File: config.mk
export PLATFORM = sky130hd
export DESIGN_NAME = clock_lock_sequencer
export DESIGN_NICKNAME = d
export VERILOG_FILES = /design/src/rtl/clock_lock_sequencer.sv
export SDC_FILE = /design/constraint.sdc
export NUM_CORES = 1
export LEC_CHECK = 0
export ABC_AREA = 0
export ABC_CLOCK_PERIOD_IN_PS = 2760
export CAP_MARGIN = 20
export CORE_UTILIZATION = 50
export DETAILED_ROUTE_END_ITERATION = 12
export GPL_TIMING_DRIVEN = 0
export PLACE_DENSITY_LB_ADDON = 0.15
export SKIP_LAST_GASP = 1
export SLEW_MARGIN = 20
export SYNTH_ARGS = -nofsm -noshare
export SYNTH_HDL_FRONTEND = slang
export SYNTH_SLANG_ARGS = --single-unit
File: constraint.sdc
create_clock -name clk_33 -period 2.76 [get_ports clk_33]
set_input_delay 0.69 -clock clk_33 [delete_from_list [all_inputs] [get_ports clk_33]]
set_output_delay 0.69 -clock clk_33 [all_outputs]
set_load 0.01 [all_outputs]
File: src/rtl/clock_lock_sequencer.sv
// Reset/lock sequencer for a cascade of clock-generation stages.
// Stages are released one at a time, upstream first; each is held in reset
// until every stage above it reports lock. A lock timeout re-pulses the
// current stage (bounded retries, then a sticky fault); a lock loss restarts
// from the lowest lost stage while leaving healthy upstream stages running.
//
// Handshake note: there is no valid/ready traffic here. stage_locked is a
// level input from another clock domain; it is only consumed after a 2-flop
// synchronizer, and every output is a plain registered level.
module clock_lock_sequencer #(
  parameter int N_STAGES      = 2,
  parameter int RST_PULSE     = 16,
  parameter int LOCK_TIMEOUT  = 65536,
  parameter int SETTLE_CYCLES = 1024,
  parameter int MAX_RETRIES   = 7,
  localparam int AW = $clog2(N_STAGES) + 1,
  localparam int RW = $clog2(MAX_RETRIES + 1)
) (
  input  logic                clk_33,
  input  logic                rst_n,
  input  logic [N_STAGES-1:0] stage_locked,
  output logic [N_STAGES-1:0] stage_rst,
  output logic                locked,
  output logic                fault,
  output logic [AW-1:0]       active_stage,
  output logic [RW-1:0]       retry_count,
  output logic [7:0]          relock_count,
  output logic [2:0]          dbg_state_o
);

  // Counter must cover the longest of the three timed intervals.
  localparam int CNT_MAX_A = (RST_PULSE > SETTLE_CYCLES) ? RST_PULSE : SETTLE_CYCLES;
  localparam int CNT_MAX   = (CNT_MAX_A > LOCK_TIMEOUT) ? CNT_MAX_A : LOCK_TIMEOUT;
  localparam int CW        = $clog2(CNT_MAX + 1);

  localparam logic [CW-1:0] PULSE_LAST   = CW'(RST_PULSE - 1);
  localparam logic [CW-1:0] TIMEOUT_LAST = CW'(LOCK_TIMEOUT - 1);
  localparam logic [CW-1:0] SETTLE_LAST  = CW'(SETTLE_CYCLES - 1);
  localparam logic [AW-1:0] LAST_STAGE   = AW'(N_STAGES - 1);
  localparam logic [RW-1:0] RETRY_LIMIT  = RW'(MAX_RETRIES);

  typedef enum logic [2:0] {
    S_PULSE  = 3'd0,
    S_WAIT   = 3'd1,
    S_SETTLE = 3'd2,
    S_RUN    = 3'd3,
    S_FAULT  = 3'd4
  } state_t;

  state_t              state_q, state_d;
  logic [AW-1:0]       cur_q, cur_d;
  logic [CW-1:0]       cnt_q, cnt_d;
  logic [N_STAGES-1:0] stage_rst_q, stage_rst_d;
  logic                locked_q, locked_d;
  logic                fault_q, fault_d;
  logic [RW-1:0]       retry_q, retry_d;
  logic [7:0]          relock_q, relock_d;

  logic [N_STAGES-1:0] sync1_q, lock_s_q;

  logic [N_STAGES-1:0] must_lock;
  logic                loss_any;
  logic [AW-1:0]       loss_idx;
  logic                cur_lock;
  logic [RW-1:0]       retry_inc;

  // Two-flop synchronizer for the asynchronous LOCKED inputs.
  always_ff @(posedge clk_33) begin
    if (!rst_n) begin
      sync1_q  <= '0;
      lock_s_q <= '0;
    end else begin
      sync1_q  <= stage_locked;
      lock_s_q <= sync1_q;
    end
  end

  // Which stages are expected to hold lock, the lowest one that lost it, and
  // the synchronized lock of the stage currently being brought up.
  always_comb begin
    must_lock = '0;
    loss_any  = 1'b0;
    loss_idx  = '0;
    cur_lock  = 1'b0;
    for (int j = 0; j < N_STAGES; j++) begin
      if (state_q == S_SETTLE || state_q == S_RUN) begin
        must_lock[j] = 1'b1;
      end else if (state_q == S_WAIT && AW'(j) < cur_q) begin
        must_lock[j] = 1'b1;
      end
      if (AW'(j) == cur_q) begin
        cur_lock = lock_s_q[j];
      end
    end
    // Scan downward so the lowest lost index is the one that sticks.
    for (int j = N_STAGES - 1; j >= 0; j--) begin
      if (must_lock[j] && !lock_s_q[j]) begin
        loss_any = 1'b1;
        loss_idx = AW'(j);
      end
    end
  end

  assign retry_inc = retry_q + RW'(1);

  // Next-state and registered-output logic for the bring-up sequence.
  always_comb begin
    state_d     = state_q;
    cur_d       = cur_q;
    cnt_d       = cnt_q;
    stage_rst_d = stage_rst_q;
    locked_d    = locked_q;
    fault_d     = fault_q;
    retry_d     = retry_q;
    relock_d    = relock_q;

    if (loss_any) begin
      // Loss outranks advance and timeout; restart from the lowest lost stage.
      state_d  = S_PULSE;
      cur_d    = loss_idx;
      cnt_d    = '0;
      locked_d = 1'b0;
      for (int j = 0; j < N_STAGES; j++) begin
        if (AW'(j) >= loss_idx) begin
          stage_rst_d[j] = 1'b1;
        end
      end
      if (state_q == S_RUN && relock_q != 8'hFF) begin
        relock_d = relock_q + 8'd1;
      end
    end else begin
      case (state_q)
        S_PULSE: begin
          if (cnt_q == PULSE_LAST) begin
            cnt_d   = '0;
            state_d = S_WAIT;
            for (int j = 0; j < N_STAGES; j++) begin
              if (AW'(j) == cur_q) begin
                stage_rst_d[j] = 1'b0;
              end
            end
          end else begin
            cnt_d = cnt_q + CW'(1);
          end
        end

        S_WAIT: begin
          if (cur_lock) begin
            cnt_d = '0;
            if (cur_q == LAST_STAGE) begin
              state_d = S_SETTLE;
            end else begin
              // Downstream stage has been held in reset all along, so it is
              // released directly without a fresh pulse.
              cur_d = cur_q + AW'(1);
              for (int j = 0; j < N_STAGES; j++) begin
                if (AW'(j) == cur_q + AW'(1)) begin
                  stage_rst_d[j] = 1'b0;
                end
              end
            end
          end else if (cnt_q == TIMEOUT_LAST) begin
            cnt_d   = '0;
            retry_d = retry_inc;
            if (retry_inc == RETRY_LIMIT) begin
              state_d     = S_FAULT;
              stage_rst_d = '1;
              locked_d    = 1'b0;
              fault_d     = 1'b1;
            end else begin
              state_d = S_PULSE;
              for (int j = 0; j < N_STAGES; j++) begin
                if (AW'(j) == cur_q) begin
                  stage_rst_d[j] = 1'b1;
                end
              end
            end
          end else begin
            cnt_d = cnt_q + CW'(1);
          end
        end

        S_SETTLE: begin
          if (cnt_q == SETTLE_LAST) begin
            cnt_d    = '0;
            state_d  = S_RUN;
            locked_d = 1'b1;
            retry_d  = '0;
          end else begin
            cnt_d = cnt_q + CW'(1);
          end
        end

        S_RUN: begin
          locked_d = 1'b1;
        end

        S_FAULT: begin
          // Terminal until reset; lock inputs are ignored here.
          stage_rst_d = '1;
          locked_d    = 1'b0;
          fault_d     = 1'b1;
        end

        default: begin
          state_d     = S_PULSE;
          cur_d       = '0;
          cnt_d       = '0;
          stage_rst_d = '1;
          locked_d    = 1'b0;
        end
      endcase
    end
  end

  // State and output registers; synchronous active-low reset.
  always_ff @(posedge clk_33) begin
    if (!rst_n) begin
      state_q     <= S_PULSE;
      cur_q       <= '0;
      cnt_q       <= '0;
      stage_rst_q <= '1;
      locked_q    <= 1'b0;
      fault_q     <= 1'b0;
      retry_q     <= '0;
      relock_q    <= '0;
    end else begin
      state_q     <= state_d;
      cur_q       <= cur_d;
      cnt_q       <= cnt_d;
      stage_rst_q <= stage_rst_d;
      locked_q    <= locked_d;
      fault_q     <= fault_d;
      retry_q     <= retry_d;
      relock_q    <= relock_d;
    end
  end

  assign stage_rst    = stage_rst_q;
  assign locked       = locked_q;
  assign fault        = fault_q;
  assign active_stage = cur_q;
  assign retry_count  = retry_q;
  assign relock_count = relock_q;
  assign dbg_state_o  = state_q;

endmodule

==> metrics.cfg, run 1 <==
[run_status]
status = finished with violations
violations = design-rule violations, negative setup slack

[synth]
netlist_area_sq_mm = 0.00240
syn_nets = 317
ys_warn_count = 0
ys.flop_type = dfxtp_1
syn_avg_cell_area_sq_um = 7.94
synth_edf_count = 0
async_reset_ff_share_pct = 0
ys_types = 50
synth-seq-cells = 41
ys_seq_area_share_pct = 34.1
synthCells = 303

[timing]
fmax_mhz = 352
setup_slack_ns = -0.0808
clock_skew_ns = 0.00773
hold_violations = 0
holdWs_ns = 0.445
setup_viol = 16
period_share_pct = 103
post-route-min-period_ns = 2.84
worst_slew_pin_slew_ns = 0.778
slew-limit-headroom_pct = 47.7
slew_viol_final = 0
rsz0062_at_grt = true

[job]
max_cap_violations = 0

[floorplan]
fp.dieW_um = 71.4
start_util_pct = 53.7
coreArea_sq_mm = 0.00447
die_h_um = 71.4
rows = 24
die-area_sq_mm = 0.00509
pin_count = 24

[detailed_routing]
vias = 2449
drc = 2
avgViaCountPerCell = 6.31
ant_nets = 0
first_pass_iters = 9
wl_um = 6200
wl_per_cell_um = 16.0
drt_iter0_markers = 303

[clocking]
cts.clk_slew.worst_paths_ns = 0.08
cts_tree = yes
holdBufCountCts = 0
cts_buffers = 5
h-tree-depth = 2
clkLatencyLatePin_ns = 0.29
cts_sinks = 41
cts_root_buf = clkbuf_8
clk_path_buf_depth = 2

[critical_path]
worstSetupPathType = reg2reg
r2r_slack_ns = -0.08
cp.arrival_ns = 2.99
crit_required_ns = 2.91
worstReg2RegStart = cnt_q[1]
path_max_fanout = 10
start_kind = register
r2r-end = cnt_q[2]
reg2reg_depth = 11
end_kind = register

[finish]
nNetsFinal = 349
finalCoreUtilization_pct = 65.0
drive_gt1_share_pct = 9.52
fill_cells = 387
n_antenna_cell = 0
area_growth_pct = 20.9
final_cells = 388

[placement]
gp_congestion = 0.883
place_hpwl_um = 4190
numPlacedInstances = 378
numPortBuffers = 23
dpl_worst_slack_ns = -0.324

[global_route]
grt_max_degree = 12
grt_util_all_layers_pct = 24.4
grt_pass1_vias = 2146
grt_pass1_wl_um = 10000
grt_overflow = 0
antenna_found_initial = 0

[hold_path]
hp-class = reg2reg
worstHoldStart = sync1_q[0]
worstHoldEndpoint = lock_s_q[0]
hold_depth = 1

[power_and_ir_drop]
irDropWorstVdd_mv = 0.264
power_leakage_uw = 0.000986
power_density_mw_per_mm2 = 352

[per-layer routing]
metal | GRT usage, % | part of all wire [%] | routed length, um
met5 | 0 | 0 | 0
met4 | 8.00 | 0.81 | 50
met3 | 4.50 | 6.3 | 391
met2 | 38.4 | 45 | 2800
met1 | 33.9 | 48 | 2960
[metrics by stage]
step / power, uW / TNS [ns] / instance area, sq um
3_3_place_gp: 651 / -4.76 / 2700
3_5_place_dp: 652 / -5.03 / 2700
5_1_grt: 1060 / -2.43 / 2910
2_1_floorplan: 638 / 0 / 2410
6_report: 1020 / -0.716 / 2910
4_1_cts: 1020 / 0 / 2820
[worst max-delay path: stages, from the launching register on]
cell,delay [ns]
dfxtp_4,0.38
ha_4,0.15
nand4_1,0.16
or4b_4,0.63
nor2_4,0.11
and3_4,0.21
ha_4,0.15
nand4b_1,0.18
nand3_2,0.16
o21ai_1,0.24
buf_4,0.21
o311ai_0,0.12
[repair_timing]
item | CTS | global route
resized for setup | 10 | 18
setup buffers | 1 | 2
hold endpoints to repair | 0 | 0
pin swaps | 0 | 8
setup endpoints to repair | 21 | 21
[synthesized netlist by cell type, types with 3 or more instances]
library cell | number | share of area (%)
nand4_1 | 6 | 1.6
dfxtp_1 | 41 | 34
o21ai_0 | 18 | 3.7
a221o_1 | 3 | 1.2
a21o_1 | 4 | 1.2
o311ai_0 | 3 | 1.1
a21oi_1 | 20 | 4.2
or3_1 | 9 | 2.3
nor2_1 | 20 | 3.1
o211ai_1 | 8 | 2.5
o31ai_1 | 3 | 0.94
buf_2 | 3 | 0.62
a211oi_1 | 5 | 1.6
nor4_1 | 3 | 0.78
and2_1 | 8 | 2.1
clkbuf_1 | 11 | 1.7
a211o_1 | 3 | 1.1
a2111oi_0 | 3 | 1.1
xor2_1 | 3 | 1.1
xnor2_1 | 3 | 1.1
ha_1 | 10 | 5.2
or4_1 | 5 | 1.6
nand2_1 | 35 | 5.5
o22ai_1 | 3 | 0.78
o2111ai_1 | 4 | 1.5
nor3_1 | 10 | 2.1
inv_1 | 11 | 1.7
nand3_1 | 12 | 2.5
and3_1 | 5 | 1.3
o21a_1 | 4 | 1.2
[where the power goes]
part	switching, uW	internal, uW	leakage, uW
Combinational	24.2	15.7	0.000614
Sequential	7.92	597	0.000333
Clock	199	180	0.0000395
[how the worst max path moves through the flow]
stage | startpoint | end | slack, ns | cells past startpoint
6_report | cnt_q[1] | cnt_q[2] | -0.08 | 11
5_1_grt | cnt_q[0] | dbg_state_o[0] | -0.17 | 11
4_1_cts | cnt_q[0] | stage_rst[1] | 0.006 | 11
3_5_place_dp | cnt_q[0] | cnt_q[2] | -0.32 | 11
3_3_place_gp | cnt_q[0] | cnt_q[12] | -0.29 | 11
2_1_floorplan | cnt_q[0] | stage_rst[1] | 0.08 | 11
[kinds of logic after synthesis]
kind of cell             synth area share [%]
AO/OA/AOI/OAI                            26.3
XOR/XNOR                                 2.19
adder cells (fa/ha/maj)                  5.20
buffers and inverters                    4.68
flip-flops                               34.1
multiplexers                            0.884
AND/OR/NAND/NOR                          26.6
[cell usage in the layout (no fill, tap or decap), types with 4 or more instances in the layout]
cell type / Yosys / routed
dfxtp_1: 41 / 39
nand2_1: 35 / 35
clkdlybuf4s50_1: 0 / 23
nor2_1: 20 / 19
a21oi_1: 20 / 19
o21ai_0: 18 / 17
clkbuf_1: 11 / 13
nand3_1: 12 / 11
inv_1: 11 / 11
nor3_1: 10 / 10
or3_1: 9 / 9
and2_1: 8 / 8
o211ai_1: 8 / 8
ha_1: 10 / 8
nand4_1: 6 / 6
buf_4: 2 / 5
clkbuf_8: 0 / 5
or4_1: 5 / 4
o21a_1: 4 / 4
a21o_1: 4 / 4
o2111ai_1: 4 / 4
[final cells by class]
type	count	area, sq um	share of cell area [%]
multi-input combinational	235	1560	53.5
sequential	41	828	28.5
timing repair buffer	26	253	8.69
buffer	15	83.8	2.88
clock buffer	8	80.1	2.75
tap	52	65.1	2.24
inverter	11	41.3	1.42
[registers in the layout (all words and copies together) (netlist names)]
name and cells:
active_stage 2, sync1_q 2, stage_rst 2, dbg_state_o 3
cnt_q 17, locked 1, relock_count 8, retry_count 3
lock_s_q 2, fault 1
No activity file was read; power rests on OpenSTA's default activity.
==> inputs of run 2 (changes only) <==
--- a/config.mk
+++ b/config.mk
@@ -6,8 +6,9 @@
 export NUM_CORES = 1
 export LEC_CHECK = 0
 export ABC_AREA = 0
-export ABC_CLOCK_PERIOD_IN_PS = 2760
+export ABC_CLOCK_PERIOD_IN_PS = 3070
 export CAP_MARGIN = 20
+export CORE_ASPECT_RATIO = 0.7
 export CORE_UTILIZATION = 50
 export DETAILED_ROUTE_END_ITERATION = 12
 export GPL_TIMING_DRIVEN = 0
==> constraint.sdc (replaced) <==
create_clock -name clk_33 -period 3.07 [get_ports clk_33]
set_input_delay 0.7675 -clock clk_33 [delete_from_list [all_inputs] [get_ports clk_33]]
set_output_delay 0.7675 -clock clk_33 [all_outputs]
set_load 0.01 [all_outputs]
==> metrics.cfg, run 2 (same netlist as run 1, synthesis figures left out) <==
[hold_path]
hold_depth = 1  ; unchanged
worstHoldStart = sync1_q[0]  ; unchanged
hp-class = reg2reg  ; unchanged

[placement]
numPlacedInstances = 381  ; was 378
numPortBuffers = 23  ; unchanged
place_hpwl_um = 4400  ; was 4190 um
gp_congestion = 0.929  ; was 0.883

[clocking]
cts.clk_slew.worst_paths_ns = 0.08  ; about the same
h-tree-depth = 2  ; unchanged
cts_tree = yes  ; unchanged
cts_buffers = 5  ; unchanged
cts_root_buf = clkbuf_8  ; unchanged
postCtsSetupBuffers = 0  ; was 1
clkLatencyLatePin_ns = 0.30  ; was 0.29 ns
clk_path_buf_depth = 2  ; unchanged
holdBufCountCts = 0  ; unchanged
cts_sinks = 41  ; unchanged

[timing]
tns_ns = 0  ; was -0.716 ns
hold_violations = 0  ; unchanged
setup_viol = 0  ; was 16
slew-limit-headroom_pct = 49.0  ; was 47.7%
slew_viol_final = 0  ; unchanged
period_share_pct = 96.9  ; was 103%
post-route-min-period_ns = 2.97  ; was 2.84 ns
worst_slew_pin_slew_ns = 0.758  ; was 0.778 ns
clock_skew_ns = 0.00420  ; was 0.00773 ns
holdWs_ns = 0.440  ; was 0.445 ns
rsz0062_at_grt = false  ; was true
fmax_mhz = 336  ; was 352 MHz

[critical_path]
reg2reg_depth = 11  ; unchanged
start_kind = register  ; unchanged
path_max_fanout = 7  ; was 10
worstReg2RegStart = cnt_q[0]  ; was cnt_q[1]
end_kind = register  ; unchanged
r2r_slack_ns = 0.1  ; was -0.08 ns
worstSetupPathType = reg2reg  ; unchanged
startpoint = cnt_q[0]  ; was cnt_q[1]
crit_required_ns = 3.27  ; was 2.91 ns
cp.arrival_ns = 3.17  ; was 2.99 ns

[power_and_ir_drop]
irDropWorstVdd_mv = 0.220  ; was 0.264 mV
power_density_mw_per_mm2 = 381  ; was 352 mW/mm^2
power_leakage_uw = 0.000995  ; was 0.000986 uW
p_total_uw = 1100  ; was 1020 uW

[detailed_routing]
wl_per_cell_um = 15.9  ; was 16.0 um
wl_um = 6190  ; was 6200 um
drt_iter0_markers = 225  ; was 303
ant_nets = 0  ; unchanged
avgViaCountPerCell = 6.30  ; was 6.31
first_pass_iters = 9  ; unchanged
drc = 1  ; was 2
vias = 2451  ; was 2449

[global_route]
grt_util_all_layers_pct = 25.5  ; was 24.4%
grt_overflow = 0  ; unchanged
grt_max_degree = 14  ; was 12
grt_pass1_wl_um = 10000  ; about the same
grt_pass1_vias = 2050  ; was 2146
antenna_found_initial = 0  ; unchanged

[finish]
final_common_cell = dfxtp_1  ; unchanged
drive_gt1_share_pct = 7.78  ; was 9.52%
final_cell_mix = dfxtp_1 (39), nand2_1 (35), clkdlybuf4s50_1 (23)  ; unchanged
final_cells = 389  ; was 388
finalCoreUtilization_pct = 64.6  ; was 65.0%
top_register = cnt_q  ; unchanged
nNetsFinal = 347  ; was 349
n_antenna_cell = 0  ; unchanged
largest_register_ffs = 17  ; unchanged
fill_cells = 419  ; was 387
area_growth_pct = 20.3  ; was 20.9%

[floorplan]
die_h_um = 60.0  ; was 71.4 um
die-area_sq_mm = 0.00510  ; was 0.00509 sq mm
rows = 20  ; was 24
fp.dieW_um = 84.9  ; was 71.4 um
start_util_pct = 53.7  ; about the same
coreArea_sq_mm = 0.00448  ; was 0.00447 sq mm
pin_count = 24  ; unchanged

[job]
max_cap_violations = 0  ; unchanged

[run_status]
violations = design-rule violations  ; was design-rule violations, negative setup slack
status = finished with violations  ; unchanged

-- run 2: stage by stage --
| step | cell area (sq um) | worst slack [ns] |
|---|---|---|
| after global placement | 2700 | -0.112 |
| after CTS | 2840 | 0.0116 |
| after global routing | 2890 | 0.0118 |
| final | 2890 | 0.0964 |
| after detailed placement | 2700 | -0.133 |
| after floorplan | 2400 | 0.236 |
-- run 2: worst paths after layout --
| check | endpoint |
|---|---|
| worst max register to register | cnt_q[4] |
| worst min-delay path | lock_s_q[0] |
| worst min register to register | lock_s_q[0] |
| worst max-delay path | cnt_q[4] |
-- run 2: worst max-delay path, cell delays in order, from the launching register on --
cell and delay (ns):
dfxtp_2 0.40, ha_4 0.17, nand4_1 0.20, or4b_4 0.63, nor2_1 0.15, and3_4 0.22
ha_4 0.15, nand4b_1 0.17, and3_1 0.18, buf_4 0.15, a21oi_1 0.11, a211o_1 0.32
-- run 2: layer usage --
| layer | part of all wire, % | vias to the layer above | GRT usage (%) |
|---|---|---|---|
| li1 | - | 1194 | - |
| met3 | 7.4 | 8 | 4.97 |
| met2 | 42 | 98 | 38.7 |
| met1 | 49 | 1151 | 36.8 |
| met4 | 1.1 | 0 | 7.51 |
| met5 | 0 | - | 0 |
-- run 2: timing repair --
item,4_1_cts,5_1_grt
resized for setup,3,13
pin swaps,0,1
setup endpoints to repair,20,20
-- run 2: power breakdown --
group,switching [uW],internal [uW],leakage (uW)
clock network,200,323,0.0000681
logic,20.9,14.0,0.000595
registers,7.18,538,0.000332
total,228,875,0.000995
-- run 2: final cells by class --
type | count | area (sq um) | share of cell area [%]
buffer | 16 | 80.1 | 2.77
clock buffer | 5 | 68.8 | 2.38
clock inverter | 3 | 65.1 | 2.25
inverter | 11 | 41.3 | 1.43
tap | 55 | 68.8 | 2.38
sequential | 41 | 823 | 28.4
timing repair buffer | 23 | 230 | 7.96
multi-input combinational | 235 | 1520 | 52.4
==> inputs of run 3 (changes only) <==
--- a/config.mk
+++ b/config.mk
@@ -8,7 +8,6 @@
 export ABC_AREA = 0
 export ABC_CLOCK_PERIOD_IN_PS = 3070
 export CAP_MARGIN = 20
-export CORE_ASPECT_RATIO = 0.7
 export CORE_UTILIZATION = 50
 export DETAILED_ROUTE_END_ITERATION = 12
 export GPL_TIMING_DRIVEN = 0
==> metrics.cfg, run 3 (same netlist as run 1, synthesis figures left out) <==
[clocking]
clk_path_buf_depth = 2  ; unchanged
cts.clk_slew.worst_paths_ns = 0.07  ; was 0.08 ns
cts_root_buf = clkbuf_8  ; unchanged
cts_tree = yes  ; unchanged
clkLatencyLatePin_ns = 0.29  ; was 0.30 ns
h-tree-depth = 2  ; unchanged
cts_sinks = 41  ; unchanged
cts_buffers = 5  ; unchanged

[floorplan]
rows = 24  ; was 20
die-area_sq_mm = 0.00509  ; was 0.00510 sq mm
fp.dieW_um = 71.4  ; was 84.9 um
die_h_um = 71.4  ; was 60.0 um
start_util_pct = 53.7  ; about the same
coreArea_sq_mm = 0.00447  ; was 0.00448 sq mm
pin_count = 24  ; unchanged

[global_route]
grt_pass1_vias = 2143  ; was 2050
grt_max_degree = 12  ; was 14
antenna_found_initial = 0  ; unchanged
grt_pass1_wl_um = 10100  ; was 10000 um
grt_util_all_layers_pct = 24.8  ; was 25.5%
grt_overflow = 0  ; unchanged

[power_and_ir_drop]
power_density_mw_per_mm2 = 323  ; was 381 mW/mm^2
power_leakage_uw = 0.000983  ; was 0.000995 uW
irDropWorstVdd_mv = 0.276  ; was 0.220 mV

[detailed_routing]
vias = 2469  ; was 2451
drt_iter0_markers = 276  ; was 225
wl_um = 6040  ; was 6190 um
first_pass_iters = 9  ; unchanged
avgViaCountPerCell = 6.35  ; was 6.30
wl_per_cell_um = 15.5  ; was 15.9 um
ant_nets = 0  ; unchanged
drc = 1  ; unchanged

[timing]
clock_skew_ns = 0.00194  ; was 0.00420 ns
slew-limit-headroom_pct = 47.6  ; was 49.0%
worst_slew_pin_slew_ns = 0.781  ; was 0.758 ns
rsz0062_at_grt = false  ; unchanged
holdWs_ns = 0.440  ; about the same
setup_viol = 0  ; unchanged
period_share_pct = 95.6  ; was 96.9%
hold_violations = 0  ; unchanged
slew_viol_final = 0  ; unchanged
fmax_mhz = 341  ; was 336 MHz
post-route-min-period_ns = 2.94  ; was 2.97 ns

[hold_path]
worstHoldStart = sync1_q[1]  ; was sync1_q[0]
hold_depth = 1  ; unchanged
worstHoldEndpoint = lock_s_q[1]  ; was lock_s_q[0]
hp-class = reg2reg  ; unchanged

[critical_path]
r2r-end = stage_rst[1]  ; was cnt_q[4]
worstReg2RegStart = cnt_q[0]  ; unchanged
path_max_fanout = 7  ; unchanged
reg2reg_depth = 11  ; unchanged
end_kind = register  ; unchanged
start_kind = register  ; unchanged
crit_required_ns = 3.25  ; was 3.27 ns
worstSetupPathType = reg2reg  ; unchanged
cp.arrival_ns = 3.12  ; was 3.17 ns
r2r_slack_ns = 0.13  ; was 0.1 ns

[finish]
final_cell_mix = dfxtp_1 (39), nand2_1 (35), clkdlybuf4s50_1 (23)  ; unchanged
largest_register_ffs = 17  ; unchanged
final_cells = 389  ; unchanged
nNetsFinal = 350  ; was 347
drive_gt1_share_pct = 8.01  ; was 7.78%
area_growth_pct = 18.4  ; was 20.3%
final_common_cell = dfxtp_1  ; unchanged
top_register = cnt_q  ; unchanged
n_antenna_cell = 0  ; unchanged

[run_status]
status = finished with violations  ; unchanged
violations = design-rule violations  ; unchanged

[placement]
gp_congestion = 0.849  ; was 0.929
numPlacedInstances = 378  ; was 381
place_hpwl_um = 4240  ; was 4400 um
numPortBuffers = 23  ; unchanged

[job]
max_cap_violations = 0  ; unchanged

[run 3: worst max-delay path by stage]
stage | end | startpoint | slack (ns)
after global placement | cnt_q[12] | cnt_q[0] | -0.15
after CTS | cnt_q[2] | cnt_q[0] | 0.02
after floorplan | stage_rst[1] | cnt_q[0] | 0.24
after global routing | cnt_q[6] | cnt_q[0] | 0.005
after detailed placement | cnt_q[2] | cnt_q[0] | -0.19
final | stage_rst[1] | cnt_q[0] | 0.13
[run 3: power breakdown]
group | internal (uW) | switching (uW) | leakage, uW | total (uW)
Clock | 162 | 181 | 0.0000395 | 342
Combinational | 12.7 | 20.5 | 0.000611 | 33.2
Sequential | 538 | 5.99 | 0.000332 | 544
[run 3: cell type report]
type / count / area [sq um]
multi-input combinational: 235 / 1500
buffer: 15 / 76.3
tap: 52 / 65.1
timing repair buffer: 27 / 260
sequential: 41 / 823
inverter: 11 / 41.3
fill: 398 / 1630
clock buffer: 8 / 80.1
[run 3: routing by layer]
metal	global-route usage (%)	share of wire, %	routed length, um	vias to the layer above
li1	-	-	-	1193
met1	35.0	47	2820	1163
met2	38.9	46	2760	102
met3	4.64	6.7	402	11
met4	6.44	0.94	57	0
met5	0	0	0	-
[run 3: stage by stage]
| step | utilization [%] | cell area [sq um] | setup WS (ns) | TNS, ns | power (uW) |
|---|---|---|---|---|---|
| final | 63.6 | 2850 | 0.134 | 0 | 919 |
| after floorplan | - | 2400 | 0.236 | 0 | 574 |
| after global placement | 60.3 | 2700 | -0.153 | -1.96 | 586 |
| after global routing | 63.6 | 2850 | 0.00503 | 0 | 955 |
| after CTS | 62.3 | 2790 | 0.0187 | 0 | 923 |
| after detailed placement | 60.3 | 2700 | -0.187 | -2.03 | 586 |
[run 3: repair_timing]
action,CTS,global route
gates resized for setup,3,11
hold buffers,0,0
setup buffers,0,4
endpoints found under the hold margin,0,0
setup endpoints to repair,20,20
pin swaps,0,1
[run 3: worst max-delay path, cell delays in order (launching register included)]
cell and delay (ns):
dfxtp_2 0.37, ha_2 0.22, nand4_1 0.19, or4b_4 0.61, nor2_1 0.11, and3_2 0.23, ha_4 0.16, nand4b_1 0.17
and3_1 0.18, buf_4 0.15, o221ai_2 0.08, a221o_1 0.35
